<file path="src/rtl/float_mantissa_divider_if.sv">
// float_mantissa_divider_if: operand/result handshake bundle for the significand divider.
interface float_mantissa_divider_if #(parameter int N = 8);
    logic         valid_in;
    logic         ready_in;
    logic [N-1:0] dividend;
    logic [N-1:0] divisor;
    logic         valid_out;
    logic         ready_out;
    logic [N-1:0] quotient;
    logic [1:0]   sticky;
    logic         exp_dec;
    logic         div_zero;
    modport master (
        output valid_in, dividend, divisor, ready_out,
        input  ready_in, valid_out, quotient, sticky, exp_dec, div_zero
    );
    modport slave (
        input  valid_in, dividend, divisor, ready_out,
        output ready_in, valid_out, quotient, sticky, exp_dec, div_zero
    );
endinterface

</file>
<file path="src/rtl/float_mantissa_divider.sv">
// float_mantissa_divider: restoring significand divider, one quotient bit per clock.
// Optional FLOAT_MANTISSA_DIVIDER_EARLY_EXIT_EN stops as soon as the partial remainder is zero.
module float_mantissa_divider #(parameter int N = 8) (
    input logic clock,
    input logic reset,
    float_mantissa_divider_if.slave io
);
    typedef enum logic [1:0] {IDLE, CALC, DONE} state_t;
    localparam int CW = $clog2(N + 2);
    state_t state, state_nx;
    logic [N:0] r, diff;
    logic [N-1:0] b;
    logic [N+1:0] q, q_nx;
    logic [CW-1:0] cnt;
    logic ge, zero_rem, fin, accept;
    logic [N-1:0] quotient;
    logic [1:0] sticky;
    logic exp_dec, div_zero;
    always_comb begin
        ge = r >= {1'b0, b};
        diff = ge ? r - {1'b0, b} : r;
        q_nx = q | ((N + 2)'(ge) << cnt);
        zero_rem = diff == '0;
`ifdef FLOAT_MANTISSA_DIVIDER_EARLY_EXIT_EN
        fin = cnt == '0 || zero_rem;
`else
        fin = cnt == '0;
`endif
        accept = state == IDLE && io.valid_in;
        state_nx = state == IDLE ? (io.valid_in ? ((io.divisor == '0 || io.dividend == '0) ? DONE : CALC) : IDLE)
                 : state == CALC ? (fin ? DONE : CALC)
                 : (io.ready_out ? IDLE : DONE);
    end
    always_ff @(posedge clock) begin
        if (reset) state <= IDLE;
        else state <= state_nx;
    end
    always_ff @(posedge clock) begin
        if (reset) begin
            r <= '0;
            b <= '0;
            q <= '0;
            cnt <= '0;
            quotient <= '0;
            sticky <= '0;
            exp_dec <= 1'b0;
            div_zero <= 1'b0;
        end else if (accept) begin
            r <= {1'b0, io.dividend};
            b <= io.divisor;
            q <= '0;
            cnt <= CW'(N + 1);
            quotient <= '0;
            sticky <= '0;
            exp_dec <= 1'b0;
            div_zero <= io.divisor == '0;
        end else if (state == CALC) begin
            r <= diff << 1;
            q <= q_nx;
            cnt <= cnt - CW'(1);
            // q_nx below the current bit is still zero, so early exit normalizes identically
            if (fin) begin
                quotient <= q_nx[N+1] ? q_nx[N+1:2] : q_nx[N:1];
                sticky <= q_nx[N+1] ? {q_nx[1], q_nx[0] | !zero_rem} : {q_nx[0], !zero_rem};
                exp_dec <= !q_nx[N+1];
            end
        end
    end
    assign io.ready_in  = state == IDLE;
    assign io.valid_out = state == DONE;
    assign io.quotient  = quotient;
    assign io.sticky    = sticky;
    assign io.exp_dec   = exp_dec;
    assign io.div_zero  = div_zero;
endmodule

</file>
<file path="src/flat_wrapper.sv">
// flat-port wrapper written by rule: the top's interface ports become plain ports
module float_mantissa_divider_flat 
#(parameter int N = 8)
  (clock, reset, io_valid_in, io_dividend, io_divisor, io_ready_out, io_ready_in, io_valid_out, io_quotient, io_sticky, io_exp_dec, io_div_zero);
  float_mantissa_divider_if #(.N(N)) io_i ();
  input logic clock;
  input logic reset;
  input wire logic [$bits(io_i.valid_in)-1:0] io_valid_in;
  input wire logic [$bits(io_i.dividend)-1:0] io_dividend;
  input wire logic [$bits(io_i.divisor)-1:0] io_divisor;
  input wire logic [$bits(io_i.ready_out)-1:0] io_ready_out;
  output wire logic [$bits(io_i.ready_in)-1:0] io_ready_in;
  output wire logic [$bits(io_i.valid_out)-1:0] io_valid_out;
  output wire logic [$bits(io_i.quotient)-1:0] io_quotient;
  output wire logic [$bits(io_i.sticky)-1:0] io_sticky;
  output wire logic [$bits(io_i.exp_dec)-1:0] io_exp_dec;
  output wire logic [$bits(io_i.div_zero)-1:0] io_div_zero;
  assign io_i.valid_in = io_valid_in;
  assign io_i.dividend = io_dividend;
  assign io_i.divisor = io_divisor;
  assign io_i.ready_out = io_ready_out;
  assign io_ready_in = io_i.ready_in;
  assign io_valid_out = io_i.valid_out;
  assign io_quotient = io_i.quotient;
  assign io_sticky = io_i.sticky;
  assign io_exp_dec = io_i.exp_dec;
  assign io_div_zero = io_i.div_zero;
  float_mantissa_divider #(.N(N)) u_core (.clock(clock), .reset(reset), .io(io_i));
endmodule
</file>
<file path="config.mk">
export PLATFORM = sky130hd
export DESIGN_NAME = float_mantissa_divider_flat
export DESIGN_NICKNAME = d
export VERILOG_FILES = /design/src/rtl/float_mantissa_divider_if.sv /design/src/rtl/float_mantissa_divider.sv /design/src/flat_wrapper.sv
export SDC_FILE = /design/constraint.sdc
export NUM_CORES = 1
export LEC_CHECK = 0
export BUFFER_PORTS_ARGS = -buffer_cell sky130_fd_sc_hd__buf_2
export CAP_MARGIN = 20
export CORE_MARGIN = 10
export CORE_UTILIZATION = 51
export CTS_CLUSTER_SIZE = 10
export DETAILED_ROUTE_END_ITERATION = 10
export PLACE_DENSITY_LB_ADDON = 0.1
export REMOVE_ABC_BUFFERS = 1
export SYNTH_ARGS = -nofsm -noshare
export SYNTH_HDL_FRONTEND = slang
export SYNTH_SLANG_ARGS = --single-unit
</file>
<file path="constraint.sdc">
create_clock -name clock -period 2.2 [get_ports clock]
set_clock_uncertainty 0.05 [all_clocks]
set_input_delay 0.44 -clock clock [delete_from_list [all_inputs] [get_ports clock]]
set_output_delay 0.44 -clock clock [all_outputs]
set_load 0.01 [all_outputs]
</file>
* Yosys cells after proc, flatten, opt, wreduce, memory -nomap -nowiden
Cells that the tools add are included.
Operators by class: shift operators 1, multiply operators 0, muxes and demuxes 13, div/mod/pow operators 0, $add $sub $neg 2, order comparisons 1, eq/ne operators 2, reduce and logical (&&, ||, !) cells 12, bitwise operators 2
Operator list (count):
- 8-bit 2-to-1 mux | 3
- 8-bit logical NOT | 2
- 2-bit 2-to-1 mux | 7
- 10-bit OR | 1
- 1-bit by 4-bit left shift with 10-bit output | 1
- 9-bit by 8-bit greater-or-equal comparator with 1-bit output | 1
- 9-bit logical NOT | 1
- 9-bit 2-to-1 mux | 1
- 9-bit by 8-bit subtractor with 9-bit output | 1
- 4-bit 2-to-1 mux | 2
- 4-bit logical NOT | 1
- 4-bit by 1-bit subtractor with 4-bit output (second input constant) | 1
- 2-bit by 1-bit equality test with 1-bit output (second input constant) | 1
- 2-bit equality test (second input constant) | 1
- 1-bit logical NOT | 2
- 2-bit logical NOT | 1
- 2-bit AND reduction | 1
- 2-bit nonzero test | 1
- 2-bit OR reduction | 1
- 1-bit logical AND | 1
- 1-bit logical OR | 1
- 1-bit OR | 1
Word-level totals: memory bits (read-only) 0, RAM bits 0, register bits 45, memories 0, word-level logic and storage cells 44, latch bits 0

* Logic depth before layout (Yosys ltp)
depth after elaboration 6, mapped depth 10, gate-level depth less buffers 10

* Worst setup path after synthesis
OpenSTA, ideal clock, no wires.
path type register -> register, start register u_core.b[3], end register u_core.quotient[5] (netlist: u_core.io.quotient[5]), cell stages (with the launch flop) 11, required time 2016 ps, path buffers 1, library setup time 134 ps, path slack -92 ps, arrival 2108 ps, cell sequence dfxtp_1 -> inv_1 -> ha_1 -> a21oi_1 -> nor2b_1 -> o41ai_4 -> nand2_4 -> a31oi_4 -> buf_6 -> mux2i_1 -> a211oi_2
Between the ends: word-level cells in the longest chain between the ends 4
Ends and longest elaborated chain:
- start: declaration | RTL line float_mantissa_divider.sv:12 | logic [N-1:0] b;
- start signal: assignment | RTL line float_mantissa_divider.sv:50 | b <= io.divisor;
- 9-bit by 8-bit greater-or-equal comparator with 1-bit output | RTL line float_mantissa_divider.sv:20 | ge = r >= {1'b0, b};
- 1-bit by 4-bit left shift with 10-bit output | RTL line float_mantissa_divider.sv:22 | q_nx = q | ((N + 2)'(ge) << cnt);
- 10-bit OR | RTL line float_mantissa_divider.sv:22
- 8-bit 2-to-1 mux | RTL line float_mantissa_divider.sv:63 | quotient <= q_nx[N+1] ? q_nx[N+1:2] : q_nx[N:1];
- end signal: assignment | RTL line float_mantissa_divider.sv:63
- end: declaration | RTL line float_mantissa_divider.sv:16 | logic [N-1:0] quotient;
No other way between the ends. A chain may end at the register's enable or synchronous reset.

* Worst setup path in the final report
start register u_core.r[3], end register u_core.sticky[0] (netlist: u_core.io.sticky[0])
Between the ends: word-level cells in the longest chain between the ends 6, elaborated cells between the ends (all ways) 9
Ends and longest elaborated chain:
- start: declaration | RTL line float_mantissa_divider.sv:11 | logic [N:0] r, diff;
- start signal: assignment | RTL line float_mantissa_divider.sv:49 | r <= {1'b0, io.dividend};
- start signal: assignment | RTL line float_mantissa_divider.sv:58 | r <= diff << 1;
- 9-bit by 8-bit subtractor with 9-bit output or 9-bit by 8-bit greater-or-equal comparator with 1-bit output (tied branches) | RTL line float_mantissa_divider.sv:21, float_mantissa_divider.sv:20
- 9-bit 2-to-1 mux | RTL line float_mantissa_divider.sv:21 | diff = ge ? r - {1'b0, b} : r;
- 9-bit logical NOT | RTL line float_mantissa_divider.sv:23 | zero_rem = diff == '0;
- 1-bit logical NOT | RTL line float_mantissa_divider.sv:64 | sticky <= q_nx[N+1] ? {q_nx[1], q_nx[0] | !zero_rem} : {q_nx[0], !zero_rem};
- 1-bit OR | RTL line float_mantissa_divider.sv:64
- 2-bit 2-to-1 mux (*) | RTL line float_mantissa_divider.sv:64
- end signal: assignment | RTL line float_mantissa_divider.sv:64
- end: declaration | RTL line float_mantissa_divider.sv:17 | logic [1:0] sticky;
Mark *: on every way between the ends. The rest lies on a longest branch, timed or not.

==> results by group <==
Placed design
  • Pre-CTS setup slack: -0.257 ns
  • # port buffers: 33
  • Placed instance count: 418
  • RD Place Congestion: 0.845
  • DP HPWL: 5230 microns

Pwr
  • Lkg Pwr: 1.45 nW
  • Sequential Power Share: 28.7%
  • Cell internal pwr: 2.05 mW
  • VDD IR max: 0.630 mV
  • Overall power: 3.26 mW
  • Net Sw Frac: 37.2%
  • Clock network power share: 19.6%
  • Switching power: 1.21 mW
  • P per Cell Area: 952 nW/um^2
  • Combinational share of power: 51.7%

Global routing
  • Remaining global-route overflow: 0
  • First-pass GRT wire length: 11900 microns
  • Initial antenna violation count: 0
  • Tot GR Track Use: 19.0%
  • Vias in the first global route: 2446
  • Largest net degree at the start of global routing: 24

Timing
  • Pins Over Slew Limit: 0
  • RSZ-0062 raised after global routing: true
  • Post-route worst setup slack: -0.119 ns
  • Final period util: 105%
  • Slew margin rel.: 44.8%
  • Tmin final: 2.32 ns
  • Worst Tran Pin Value: 0.825 ns
  • Final hold violations: 0
  • Fmax: 0.431 GHz
  • Worst hold margin: 0.322 ns
  • Final Setup Violations: 6

Layout
  • Diode count: 0
  • Layout cells sized above 1: 39.9%
  • Nets: 410
  • Util after Layout: 73.1%
  • Fin cells: 435
  • Fill cell count: 360
  • P&R area growth vs syn: 39.4%

Clocking
  • CTS Buf Count: 5
  • H-tree levels: 2
  • Worst skew pair latency: 0.31 ns
  • Root Buffer: clkbuf_8
  • Clk buf depth: 2
  • Reg clk slew, reported paths: 0.09 ns
  • Hold buffer count at CTS: 0
  • CTS tree: done
  • Clock Sinks: 45

Worst setup path
  • R2R Setup Slk: -0.12 ns
  • CP startpoint: u_core.r[3]
  • CP startpoint kind: register
  • Worst reg2reg startpoint: u_core.r[3]
  • CP Capture Type: register
  • FF-to-FF End: u_core.io.sticky[0]
  • Register-to-Register Path Depth: 9
  • Crit Path Category: register to register
  • CP required: 2.34 ns
  • Arr. time, crit path: 2.46 ns
  • CP Capture Point: u_core.io.sticky[0]
  • Maximum fanout along the worst path: 4

Yosys
  • Top_reg_cell synth: dfxtp_1
  • Post-synthesis compound-gate area fraction: 25.3%
  • Adder-Cell Fraction of Synth Area: 5.39%
  • Synth top area cells: dfxtp_1 37%, a21oi_1 6.5%, nand2_1 6.3%, nor2_1 5.0%, ha_1 4.6%
  • EDFF count, synth: 0
  • Post-synth top cells: 45 x dfxtp_1, 41 x nand2_1, 33 x nor2_1
  • Async SR Flop Fraction: 0%
  • Main combinational cell family by area after synthesis: compound AO/OA/AOI/OAI gates
  • Cell area after synthesis: 2460 sq um
  • Syn_area_per_cell: 8.15 sq um
  • Post-Synth XOR/XNOR Area: 2.85%
  • Mux cell area share after synthesis: 4.63%
  • Simple-gate portion of the synthesized area: 20.0%
  • Synth Instances: 302
  • Fraction of post-synthesis cell area in the top cell type by area: 36.6%
  • #FFs+latches synth: 45
  • Synth warn: 0
  • Sequential-to-total area share from yosys stat: 36.6%
  • Top-count cell post-synth: dfxtp_1
  • Synth cell types: 52
  • Yosys top cell by area: dfxtp_1

Worst hold path
  • HP Class: primary input to register

Detailed routing
  • Drt wl/cell: 17.2 microns
  • Pre-antenna DRT Iters: 5
  • DRC: 0
  • Antenna Nets Post-Route: 0
  • Initial DRC count: 287
  • Number of vias per cell: 5.89
  • Final wirelength: 7480 microns
  • Vias: 2562

Status
  • Failing checks: setup timing
  • Outcome: complete, but fails checks

Floorplan
  • Rows: 25
  • Ports: 34
  • Die W: 89.5 microns
  • Total Die Area: 8000 sq um
  • Core area: 4690 sq um
  • Die height: 89.5 microns
  • Starting Density: 52.4%

Run
  • Maxcap violations: 0
[kinds of logic (layout without fill, tap and decap cells)]
logic type                 Yosys count  in the layout
AOI/OAI and AO/OA                   88             88
and+or+nand+nor                    108            108
buffers and inverters               32            111
adders and majority gates           10             10
DFF                                 45             45
muxes                               11             11
xor gates and xnor gates             8              8
[sequential cells by signal, summed over array words and instances (netlist names)]
signal,count
u_core.b,8
u_core.r,9
u_core.io.quotient,8
u_core.io.exp_dec,1
u_core.state,2
u_core.cnt,4
u_core.io.div_zero,1
u_core.io.sticky,2
u_core.q,10
[repair_timing]
item,4_1_cts,5_1_grt
hold endpoints to repair,0,0
gates resized for setup,40,24
pin swaps,15,15
buffers inserted,8,4
setup endpoints to repair,17,15
[power groups by stage]
stage / Combinational, mW / Clock, mW / Sequential (mW)
finish: 1.69 / 0.641 / 0.937
floorplan: 0.777 / 0 / 0.945
CTS: 1.50 / 0.649 / 0.933
global placement: 1.29 / 0 / 0.934
detailed placement: 1.30 / 0 / 0.935
global route: 1.82 / 0.682 / 0.945
[worst min-delay path by stage]
stage	startpoint	to	slack, ns	cells after the start
after floorplan	u_core.b[2]	u_core.b[2]	0.38	2
after global placement	u_core.b[2]	u_core.b[2]	0.39	2
after detailed placement	u_core.io.exp_dec	u_core.io.exp_dec	0.40	2
after CTS	io_divisor[1]	u_core.b[1]	0.32	3
after global routing	io_divisor[1]	u_core.b[1]	0.33	3
final	io_divisor[1]	u_core.b[1]	0.32	3
[metrics by stage]
stage                     TNS (ns)  cell area, sq um
final                       -0.285              3430
after global routing         -1.26              3430
after CTS                  -0.0187              3310
after detailed placement     -2.34              2970
after global placement       -1.99              2970
after floorplan              -1.67              2390
[layout make-up]
class	count	area, sq um	area share, %
inverter	17	63.8	1.86
multi-input combinational	225	1680	49.0
clock inverter	2	38.8	1.13
sequential	45	917	26.7
tap	54	67.6	1.97
clock buffer	6	72.6	2.12
timing repair buffer	86	591	17.2
[layer usage]
| layer | track usage (%) | up-vias | part of all wire (%) |
|---|---|---|---|
| met2 | 28.9 | 112 | 45 |
| li1 | - | 1234 | - |
| met3 | 4.38 | 16 | 7.7 |
| met4 | 5.20 | 0 | 2.0 |
| met1 | 26.2 | 1200 | 45 |
| met5 | 0 | - | 0 |
[critical path, stage by stage, from the launching register on]
cell and delay [ns]:
dfxtp_2 0.35, ha_4 0.26, a21oi_2 0.14, nor2b_2 0.07, o41ai_4 0.40, nand2_4 0.11, buf_4 0.17, or4_1 0.43
o31ai_1 0.10, a21oi_1 0.11
[placed cells by master, fill, tap and decap left out, drive strengths merged, types with 3 or more instances in the layout]
cell type / synthesis / layout
nor4: 6 / 6
dfxtp: 45 / 45
mux2i: 8 / 8
nand2b: 4 / 4
a41oi: 3 / 3
nor3: 3 / 3
o21ai: 7 / 7
mux2: 3 / 3
a31oi: 12 / 12
nor2: 33 / 33
nand2: 42 / 42
a211oi: 3 / 3
xnor2: 5 / 5
clkbuf: 12 / 6
nand3: 7 / 7
xor2: 3 / 3
nor2b: 6 / 6
a21oi: 32 / 32
buf: 3 / 86
a22oi: 7 / 7
inv: 17 / 17
a32o: 3 / 3
ha: 9 / 9
No activity file was read; power rests on OpenSTA's default activity.
